`src/rtl/sdram_host_arbiter_pkg.sv`:
```
// Shared types for the SDRAM host-port arbiter: FSM encoding and the captured request.
package sdram_host_pkg;

  // Widths of the captured request; the arbiter ports default to these.
  localparam int SDRAM_ADDR_W = 32;
  localparam int SDRAM_DATA_W = 16;

  typedef enum logic [2:0] {
    IDLE,
    ISSUE,
    HOLD,
    WAIT_WR,
    WAIT_RD
  } sdram_arb_state_e;

  typedef struct packed {
    logic                    we;
    logic [SDRAM_ADDR_W-1:0] addr;
    logic [SDRAM_DATA_W-1:0] wdata;
  } sdram_host_req_t;

endpackage

```
`src/rtl/sdram_host_arbiter_if.sv`:
```
// Requester-side and controller-side signals of the arbiter; slave = arbiter view.
interface sdram_host_arbiter_if #(
  parameter int NUM_REQ = 4,
  parameter int ADDR_W  = 32,
  parameter int DATA_W  = 16
);
  logic [NUM_REQ-1:0]             req_valid;
  logic [NUM_REQ-1:0]             req_we;
  logic [NUM_REQ-1:0][ADDR_W-1:0] req_addr;
  logic [NUM_REQ-1:0][DATA_W-1:0] req_wdata;
  logic [NUM_REQ-1:0]             req_ack;
  logic [NUM_REQ-1:0]             rsp_valid;
  logic [DATA_W-1:0]              rsp_rdata;
  logic                           rsp_err;
  logic [ADDR_W-1:0]              wr_addr;
  logic [DATA_W-1:0]              wr_data;
  logic                           wr_enable;
  logic [ADDR_W-1:0]              rd_addr;
  logic                           rd_enable;
  logic [DATA_W-1:0]              rd_data;
  logic                           rd_ready;
  logic                           busy;

  modport slave (
    input  req_valid, req_we, req_addr, req_wdata, rd_data, rd_ready, busy,
    output req_ack, rsp_valid, rsp_rdata, rsp_err,
           wr_addr, wr_data, wr_enable, rd_addr, rd_enable
  );

  modport master (
    output req_valid, req_we, req_addr, req_wdata, rd_data, rd_ready, busy,
    input  req_ack, rsp_valid, rsp_rdata, rsp_err,
           wr_addr, wr_data, wr_enable, rd_addr, rd_enable
  );
endinterface

```
`src/rtl/sdram_host_arbiter_rr.sv`:
```
// Combinational round-robin picker: first set request after last_grant, wrapping.
module rr_arbiter #(
  parameter int N = 4
) (
  input  logic [N-1:0]         req,
  input  logic [$clog2(N)-1:0] last_grant,
  output logic [N-1:0]         grant,
  output logic [$clog2(N)-1:0] grant_idx,
  output logic                 any
);
  localparam int IW = $clog2(N);

  logic [IW-1:0] j;

  // Walk from farthest to nearest so the nearest set request is written last.
  always_comb begin
    grant     = '0;
    grant_idx = '0;
    any       = 1'b0;
    j         = '0;
    for (int k = N; k >= 1; k--) begin
      j = IW'((int'(last_grant) + k) % N);
      if (req[j]) begin
        grant     = '0;
        grant[j]  = 1'b1;
        grant_idx = j;
        any       = 1'b1;
      end
    end
  end
endmodule

```
`src/rtl/sdram_host_arbiter.sv`:
```
// Shares the sdram_controller host port between NUM_REQ requesters, one word per grant,
// returning read data (or a timeout error) to the owning requester.
module sdram_host_arbiter
  import sdram_host_pkg::*;
#(
  parameter int NUM_REQ    = 4,
  parameter int ADDR_W     = SDRAM_ADDR_W,
  parameter int DATA_W     = SDRAM_DATA_W,
  parameter int HOLDOFF    = 2,
  parameter int RD_TIMEOUT = 1024
) (
  input  logic clk,
  input  logic rst,
  sdram_host_arbiter_if.slave bus
);
  localparam int IW   = $clog2(NUM_REQ);
  localparam int TO_W = $clog2(RD_TIMEOUT + 1);
  localparam int HO_W = $clog2(HOLDOFF + 1);

  sdram_arb_state_e state, state_nxt;
  sdram_host_req_t  cur;
  logic [IW-1:0]    last_grant, owner;
  logic [HO_W-1:0]  hold_cnt;
  logic [TO_W-1:0]  to_cnt;

  logic [NUM_REQ-1:0] gnt_oh;
  logic [IW-1:0]      gnt_idx;
  logic               gnt_any;
  logic               take, hold_done, rd_window, rd_hit, rd_to;

  rr_arbiter #(.N(NUM_REQ)) u_rr (
    .req        (bus.req_valid),
    .last_grant (last_grant),
    .grant      (gnt_oh),
    .grant_idx  (gnt_idx),
    .any        (gnt_any)
  );

  // Ack is the only combinational output; rst gates it so all outputs read 0 in reset.
  assign take        = (state == IDLE) && !bus.busy && gnt_any && !rst;
  assign bus.req_ack = take ? gnt_oh : '0;

  assign hold_done = (hold_cnt <= HO_W'(1));
  assign rd_window = ((state == HOLD) || (state == WAIT_RD)) && !cur.we;
  assign rd_hit    = rd_window && bus.rd_ready;
  assign rd_to     = rd_window && !bus.rd_ready && (to_cnt == TO_W'(RD_TIMEOUT));

  // Addresses and write data come straight from the captured request flops.
  assign bus.wr_addr = ADDR_W'(cur.addr);
  assign bus.rd_addr = ADDR_W'(cur.addr);
  assign bus.wr_data = DATA_W'(cur.wdata);

  always_ff @(posedge clk or posedge rst) begin
    if (rst) state <= IDLE;
    else     state <= state_nxt;
  end

  // The holdoff window counts the ISSUE cycle, so HOLD lasts HOLDOFF-1 cycles.
  always_comb begin
    state_nxt = state;
    case (state)
      IDLE:    if (take) state_nxt = ISSUE;
      ISSUE: begin
        if (HOLDOFF > 1) state_nxt = HOLD;
        else             state_nxt = cur.we ? WAIT_WR : WAIT_RD;
      end
      HOLD: begin
        if (rd_hit || rd_to) state_nxt = IDLE;
        else if (hold_done)  state_nxt = cur.we ? WAIT_WR : WAIT_RD;
      end
      WAIT_WR: if (!bus.busy)        state_nxt = IDLE;
      WAIT_RD: if (rd_hit || rd_to)  state_nxt = IDLE;
      default: state_nxt = IDLE;
    endcase
  end

  always_ff @(posedge clk or posedge rst) begin
    if (rst) begin
      cur           <= '0;
      last_grant    <= IW'(NUM_REQ - 1);
      owner         <= '0;
      hold_cnt      <= '0;
      to_cnt        <= '0;
      bus.wr_enable <= 1'b0;
      bus.rd_enable <= 1'b0;
      bus.rsp_valid <= '0;
      bus.rsp_rdata <= '0;
      bus.rsp_err   <= 1'b0;
    end else begin
      bus.wr_enable <= 1'b0;
      bus.rd_enable <= 1'b0;
      bus.rsp_valid <= '0;
      bus.rsp_err   <= 1'b0;

      if (take) begin
        last_grant    <= gnt_idx;
        owner         <= gnt_idx;
        cur.we        <= bus.req_we[gnt_idx];
        cur.addr      <= SDRAM_ADDR_W'(bus.req_addr[gnt_idx]);
        cur.wdata     <= SDRAM_DATA_W'(bus.req_wdata[gnt_idx]);
        bus.wr_enable <= bus.req_we[gnt_idx];
        bus.rd_enable <= !bus.req_we[gnt_idx];
        to_cnt        <= TO_W'(1);
      end else if (((state == ISSUE) || (state == HOLD) || (state == WAIT_RD)) &&
                   (to_cnt != TO_W'(RD_TIMEOUT))) begin
        to_cnt <= to_cnt + TO_W'(1);
      end

      if (state == ISSUE)     hold_cnt <= HO_W'(HOLDOFF - 1);
      else if (state == HOLD) hold_cnt <= hold_cnt - HO_W'(1);

      if (rd_hit) begin
        bus.rsp_valid[owner] <= 1'b1;
        bus.rsp_rdata        <= bus.rd_data;
      end else if (rd_to) begin
        bus.rsp_valid[owner] <= 1'b1;
        bus.rsp_rdata        <= '0;
        bus.rsp_err          <= 1'b1;
      end
    end
  end

endmodule

```
`src/flat_wrapper.sv`:
```
// flat-port wrapper written by rule: the top's interface ports become plain ports
module sdram_host_arbiter_flat import sdram_host_pkg::*;
#(
  parameter int NUM_REQ    = 4,
  parameter int ADDR_W     = SDRAM_ADDR_W,
  parameter int DATA_W     = SDRAM_DATA_W,
  parameter int HOLDOFF    = 2,
  parameter int RD_TIMEOUT = 1024
)
  (clk, rst, bus_req_valid, bus_req_we, bus_req_addr, bus_req_wdata, bus_rd_data, bus_rd_ready, bus_busy, bus_req_ack, bus_rsp_valid, bus_rsp_rdata, bus_rsp_err, bus_wr_addr, bus_wr_data, bus_wr_enable, bus_rd_addr, bus_rd_enable);
  sdram_host_arbiter_if #(.NUM_REQ(NUM_REQ), .ADDR_W(ADDR_W), .DATA_W(DATA_W)) bus_i ();
  input  logic clk;
  input  logic rst;
  input wire logic [$bits(bus_i.req_valid)-1:0] bus_req_valid;
  input wire logic [$bits(bus_i.req_we)-1:0] bus_req_we;
  input wire logic [$bits(bus_i.req_addr)-1:0] bus_req_addr;
  input wire logic [$bits(bus_i.req_wdata)-1:0] bus_req_wdata;
  input wire logic [$bits(bus_i.rd_data)-1:0] bus_rd_data;
  input wire logic [$bits(bus_i.rd_ready)-1:0] bus_rd_ready;
  input wire logic [$bits(bus_i.busy)-1:0] bus_busy;
  output wire logic [$bits(bus_i.req_ack)-1:0] bus_req_ack;
  output wire logic [$bits(bus_i.rsp_valid)-1:0] bus_rsp_valid;
  output wire logic [$bits(bus_i.rsp_rdata)-1:0] bus_rsp_rdata;
  output wire logic [$bits(bus_i.rsp_err)-1:0] bus_rsp_err;
  output wire logic [$bits(bus_i.wr_addr)-1:0] bus_wr_addr;
  output wire logic [$bits(bus_i.wr_data)-1:0] bus_wr_data;
  output wire logic [$bits(bus_i.wr_enable)-1:0] bus_wr_enable;
  output wire logic [$bits(bus_i.rd_addr)-1:0] bus_rd_addr;
  output wire logic [$bits(bus_i.rd_enable)-1:0] bus_rd_enable;
  assign bus_i.req_valid = bus_req_valid;
  assign bus_i.req_we = bus_req_we;
  assign bus_i.req_addr = bus_req_addr;
  assign bus_i.req_wdata = bus_req_wdata;
  assign bus_i.rd_data = bus_rd_data;
  assign bus_i.rd_ready = bus_rd_ready;
  assign bus_i.busy = bus_busy;
  assign bus_req_ack = bus_i.req_ack;
  assign bus_rsp_valid = bus_i.rsp_valid;
  assign bus_rsp_rdata = bus_i.rsp_rdata;
  assign bus_rsp_err = bus_i.rsp_err;
  assign bus_wr_addr = bus_i.wr_addr;
  assign bus_wr_data = bus_i.wr_data;
  assign bus_wr_enable = bus_i.wr_enable;
  assign bus_rd_addr = bus_i.rd_addr;
  assign bus_rd_enable = bus_i.rd_enable;
  sdram_host_arbiter #(.NUM_REQ(NUM_REQ), .ADDR_W(ADDR_W), .DATA_W(DATA_W), .HOLDOFF(HOLDOFF), .RD_TIMEOUT(RD_TIMEOUT)) u_core (.clk(clk), .rst(rst), .bus(bus_i));
endmodule
```
`config.mk`:
```
export PLATFORM = sky130hd
export DESIGN_NAME = sdram_host_arbiter_flat
export DESIGN_NICKNAME = d
export VERILOG_FILES = /design/src/rtl/sdram_host_arbiter_pkg.sv /design/src/rtl/sdram_host_arbiter_if.sv /design/src/rtl/sdram_host_arbiter_rr.sv /design/src/rtl/sdram_host_arbiter.sv /design/src/flat_wrapper.sv
export SDC_FILE = /design/constraint.sdc
export NUM_CORES = 1
export LEC_CHECK = 0
export ABC_CLOCK_PERIOD_IN_PS = 3900
export BUFFER_PORTS_ARGS = -buffer_cell sky130_fd_sc_hd__clkbuf_2
export CORE_UTILIZATION = 45
export CTS_CLUSTER_DIAMETER = 40
export DETAILED_ROUTE_END_ITERATION = 8
export PLACE_DENSITY = 0.89
export SLEW_MARGIN = 20
export SYNTH_ARGS = -nofsm -noshare
export SYNTH_HDL_FRONTEND = slang
export SYNTH_SLANG_ARGS = --single-unit
```
`constraint.sdc`:
```
create_clock -name clk -period 3.9 [get_ports clk]
set_input_delay 0.585 -clock clk [delete_from_list [all_inputs] [get_ports clk]]
set_output_delay 0.585 -clock clk [all_outputs]
set_load 0.02 [all_outputs]
```
[Word level (Yosys, flattened, before mapping)]
Index checks and enable logic that the tools add are counted.
Cells by class
  mux-type cells: 56
  reduce and logical (&&, ||, !) cells: 27
  bitwise operators: 0
  shift operators: 0
  order comparisons: 12
  divide/modulo/power cells: 0
  multipliers: 0
  add/subtract/negate cells: 6
  equal/unequal tests: 10
Operators by type and width (count)
  $bmux 32 s2: 1
  $mux 16: 3
  $bmux 16 s2: 1
  $mux 32: 1
  $mux 4: 7
  $mux 11: 2
  $lt 2x3->1 const B: 6
  $mux 1: 18
  $mux 3: 6
  $pmux 3 s5: 1
  $logic_and 1x1->1: 13
  $mux 2: 6
  $add 11x1->11 const B: 1
  $eq 11x11->1 const B: 1
  $ne 11x11->1 const B: 1
  $bmux 1 s2: 5
  $demux 1 s2: 5
  $ge 2x1->1 const B: 5
  $eq 3x2->1 const B: 2
  $reduce_bool 2->1: 3
  $logic_not 1->1: 5
  $add 2x1->2 const B: 2
  $add 2x2->2 const B: 2
  $logic_or 1x1->1: 4
  other kinds (9): 10
Storage, ports and cells
  ROM bits: 0
  output and inout bits: 107
  memories kept: 0
  latch bits: 0
  RAM bits: 0
  flip-flop bits (word level): 92

[Longest topological paths before layout]
  depth after elaboration: 11
  depth in mapped cells: 11
  mapped depth without buffers: 7

[Hierarchy]
A second synthesis with hierarchy kept.
Unflattened totals
  cells, all modules: 588
  area, all modules: 6097.1 um^2
By module, submodules not included
  sdram_host_arbiter: cells an instance 519, instances 1, area an instance 5557.8 um^2
  rr_arbiter: cells an instance 69, instances 1, area an instance 539.3 um^2

[Worst setup path after synthesis]
OpenSTA, ideal clock, no wires.
  path kind: register to output
  start point: reg u_core.last_grant[0]
  end point: out bus_req_ack[0]
  required time: 3315 ps
  data arrival time: 2428 ps
  path buffers: 2
  path slack: 887 ps
  stages on the path, launching flop included: 10
  cells stage by stage: dfstp_2 -> buf_4 -> inv_1 -> ha_1 -> buf_2 -> mux4_2 -> nor2b_1 -> a22o_1 -> mux2i_1 -> o2bb2ai_1
On the way
  cells in the longest elaborated chain, start to end: 10
  elaborated cells between the ends (all ways): 43
  those cells by class: add/sub: 4; order compare: 8; mux: 25; reduce/logical: 6
RTL lines
  from (decl): line sdram_host_arbiter.sv:22  | logic [IW-1:0] last_grant, owner;
  from (signal assigned): line sdram_host_arbiter.sv:80  | last_grant <= IW'(NUM_REQ - 1);
  from (signal assigned): line sdram_host_arbiter.sv:96  | last_grant <= gnt_idx;
  $add 2x1->2: line sdram_host_arbiter_rr.sv:22  | j = IW'((int'(last_grant) + k) % N);
  $lt 2x3->1 (not written as such) (tied with other cells): line sdram_host_arbiter_rr.sv:25  | grant[j] = 1'b1;
  $logic_and 1x1->1 (not written as such) or $mux 1 (tied branches): line sdram_host_arbiter_rr.sv:25, sdram_host_arbiter_rr.sv:23
  $mux 1, on equally long branches: line sdram_host_arbiter_rr.sv:25, sdram_host_arbiter_rr.sv:23
  $demux 1 s2 or $mux 1 (tied branches): line sdram_host_arbiter_rr.sv:25, sdram_host_arbiter_rr.sv:23
  $mux 4 or $mux 1 (tied branches) (2 in series): line sdram_host_arbiter_rr.sv:23  | if (req[j]) begin
  $mux 4 or $logic_and 1x1->1 (tied branches) (2 in series): line sdram_host_arbiter_rr.sv:23, sdram_host_arbiter.sv:40
  $mux 4 (*): line sdram_host_arbiter.sv:41  | assign bus.req_ack = take ? gnt_oh : '0;
  to (decl): line flat_wrapper.sv:21  | output wire logic [$bits(bus_i.req_ack)-1:0] bus_req_ack;
Mark *: on every way between the ends. The rest lies on a longest branch, timed or not. The select of a mux whose other input is x is not followed.

[Final worst setup path]
  start point: reg u_core.last_grant[1]
  end point: out bus_req_ack[0]
Same word-level chain as after synthesis.

==> metrics.md <==
| Metric | Value |
|---|---|
| Final Critical Period | `between 3 and 4 ns` |
| Dpl cells | `1086` |
| Main synth FF type | `dfrtp_1` |
| Vias/cell | `~6.4` |
| Final period util | `0.903` |
| Post-layout util | `0.565` |
| Inserted Diodes | `0` |
| Endpoints failing setup | `0` |
| Synth unique cells | `51` |
| Outcome | `finished, final reports clean` |
| Largest net degree at the start of global routing | `100` |
| Worst Tran Pin Value | `roughly 1.1 ns` |
| Seq/Total Area, Yosys | `0.333` |
| Worst Path Arrival | `between 2 and 3 ns` |
| Die height | `between 100 and 150 um` |
| Count of state elements after synthesis | `92` |
| Area of the mapped netlist | `between 0.006 and 0.007 mm2` |
| Clock Sinks | `92` |
| Type of origin of the critical path | `flop` |
| Post-CTS Repair Setup Buffers | `0` |
| Yosys warns | `0` |
| Commonest non-fill, non-tap cells in the layout | `326 x clkbuf_2, 97 x o211a_1, 90 x dfrtp_1` |
| Syn nets | `around 960` |
| Mapped Cells | `727` |
| Max VDD drop | `around 600 uV` |
| LEAKAGE | `about 0.0047 uW` |
| Clock skew | `roughly 0.010 ns` |
| Slew Viols, Final | `0` |
| RSZ-0062 raised after global routing | `no` |
| Clock Pin Slew Worst Setup and Hold Paths | `around 0.070 ns` |
| Remaining DRCs | `0` |
| # fillers | `between 1k and 1.5k` |
| Critical path type | `reg2out` |
| Area of the core | `about 0.015 mm2` |
| Hold crit path type | `in2reg` |
| Final setup TNS | `0 ns` |
| DRT antenna net count | `0` |
| Die Area | `about 0.016 mm2` |
| Port Buffers | `around 330` |
| GP Congestion | `a little over 0.9` |
| Post-DP HPWL | `between 15000 and 20000 um` |
| Final hold violations | `0` |
| Worst skew pair latency | `between 0.3 and 0.4 ns` |
| Worst EP required | `between 3 and 4 ns` |
| Post-CTS resize count | `0` |
| Grt total ovfl | `0` |
| Starting Density | `0.469` |
| Crit-path max FO | `13` |
| Initial antenna violation count | `0` |
| Avg WL per Cell | `slightly above 20 um` |
| CTS root buffer | `clkbuf_16` |
| H-tree depth | `3` |
| Fin Hold WS | `0.402 ns` |
| Syn avg cell area | `9.52 um2` |
| Pwr dens | `about 800 mW/mm2` |
| Fin cells | `1102` |
| DR vias | `7037` |
| Global-route wire length before repair | `roughly 35000 um` |
| CP endpoint kind | `output port` |
| CTS tree | `built` |
| Ratio of cells with drive above 1 in the final layout | `0.414` |
| Asr flop ratio synth | `1.00` |
| Commonest non-fill, non-tap cell in the layout | `clkbuf_2` |
| Area delta synth->final | `20.5%` |
| TritonCTS buffer count | `9` |
| Nets | `roughly 1.1k` |
| Relative slew slack | `0.292` |
| EDFF count, synth | `0` |
| FMAX | `approximately 280 MHz` |
| Final wirelength | `around 23000 um` |
| DR pass1 iterations | `6` |
| Detailed Route Iter0 Violations | `between 500 and 600` |
| Hold_buf cts | `0` |
| Row cnt | `44` |
| Maximum clock path buffer count | `2` |
| Boundary pin count | `327` |
| Max-cap violations | `0` |
| Vias in the first global route | `between 6k and 7k` |
| Die W | `about 130 um` |
| Tot GR Track Use | `0.284` |
critical path, cell delays in order (launching register included):
cell       delay (ns)
dfstp_2          0.67
inv_1            0.17
ha_1             0.47
mux4_2           0.41
nor2b_1          0.30
a22o_1           0.19
mux2i_1          0.06
o2bb2ai_1        0.13
clkbuf_2         0.19
path summary, 6_finish.rpt:
check | slack, ns | from | endpoint | cells past startpoint
worst min register to register | 0.48 | u_core.bus.wr_data[12]$_DFFE_PP0P_ | u_core.bus.wr_data[12]$_DFFE_PP0P_ | 2
worst max register to register | 0.66 | u_core.last_grant[1]$_DFFE_PP1P_ | u_core.bus.rd_addr[27]$_DFFE_PP0P_ | 8
worst min-delay path | 0.40 | bus_rd_ready | u_core.bus.rsp_err$_DFF_PP0_ | 2
min in group asynchronous | 0.41 | rst | u_core.state[0]$_DFFE_PP0P_ | 2
worst max-delay path | 0.38 | u_core.last_grant[1]$_DFFE_PP1P_ | bus_req_ack[0] | 8
max in group asynchronous | 2.73 | rst | u_core.bus.rd_addr[9]$_DFFE_PP0P_ | 3
synthesized netlist by cell type, drive strengths merged, types with 4 or more instances:
| cell type | count | area [um2] |
|---|---|---|
| nor4b | 4 | 35.0 |
| nor3 | 5 | 25.0 |
| o31ai | 48 | 360 |
| nand2 | 62 | 233 |
| mux2i | 7 | 70.1 |
| nor2 | 22 | 82.6 |
| nand4 | 5 | 31.3 |
| o211a | 98 | 981 |
| and3 | 5 | 31.3 |
| nor2b | 4 | 25.0 |
| o21ai | 9 | 48.8 |
| inv | 10 | 37.5 |
| a21oi | 8 | 43.8 |
| xor2 | 7 | 61.3 |
| a22o | 20 | 175 |
| ha | 11 | 138 |
| xnor2 | 4 | 35.0 |
| a221oi | 48 | 420 |
| dfrtp | 90 | 2250 |
| buf | 114 | 781 |
| a2111oi | 49 | 429 |
| clkbuf | 55 | 206 |
| o2bb2ai | 4 | 35.0 |
state kept, by name, summed over array words and instances, names as in the netlist:
name,cells
u_core.bus.rd_addr,32
u_core.bus.rsp_rdata,16
u_core.bus.wr_data,16
u_core.to_cnt,11
u_core.bus.rsp_valid,4
u_core.state,3
u_core.hold_cnt,2
u_core.last_grant,2
u_core.owner,2
u_core.bus.rd_enable,1
u_core.bus.rsp_err,1
u_core.bus.wr_enable,1
u_core.cur,1
metal layers:
metal  routed length, um  share of wire  global-route usage
met5                   0              0                   0
met4                 741          0.033               0.130
met3                1770          0.078              0.0429
met1                9560           0.42               0.380
met2               10700           0.47               0.452
power by group:
part	total, uW	switching, uW	internal [uW]
Clock	931	416	514
Sequential	1740	385	1350
Combinational	4200	2650	1540
final cells by class:
class                      count  area, um2  area share
timing repair buffer         344       1800       0.216
inverter                      10       40.0     0.00480
tap                          184        230      0.0276
multi-input combinational    456       3650       0.437
sequential                    92       2300       0.276
clock inverter                 7       87.6      0.0105
clock buffer                   9        225      0.0270
through the flow:
step	setup slack (ns)	total power [uW]	cell area (um2)
2_1_floorplan	0.887	5120	6920
3_3_place_gp	0.855	5810	8030
3_5_place_dp	0.687	5890	8030
4_1_cts	0.372	6840	8340
5_1_grt	0.202	7290	8340
6_report	0.378	6860	8340
cell families after synthesis:
family | Yosys count | share of synthesized area
buffers and inverters | 179 | 0.148
muxes | 13 | 0.0248
and+or+nand+nor | 120 | 0.0794
DFF | 92 | 0.333
adders and majority gates | 11 | 0.0199
AOI/OAI and AO/OA | 301 | 0.381
xor gates and xnor gates | 11 | 0.0139
Note: power is estimated with default switching activity, not from simulation.
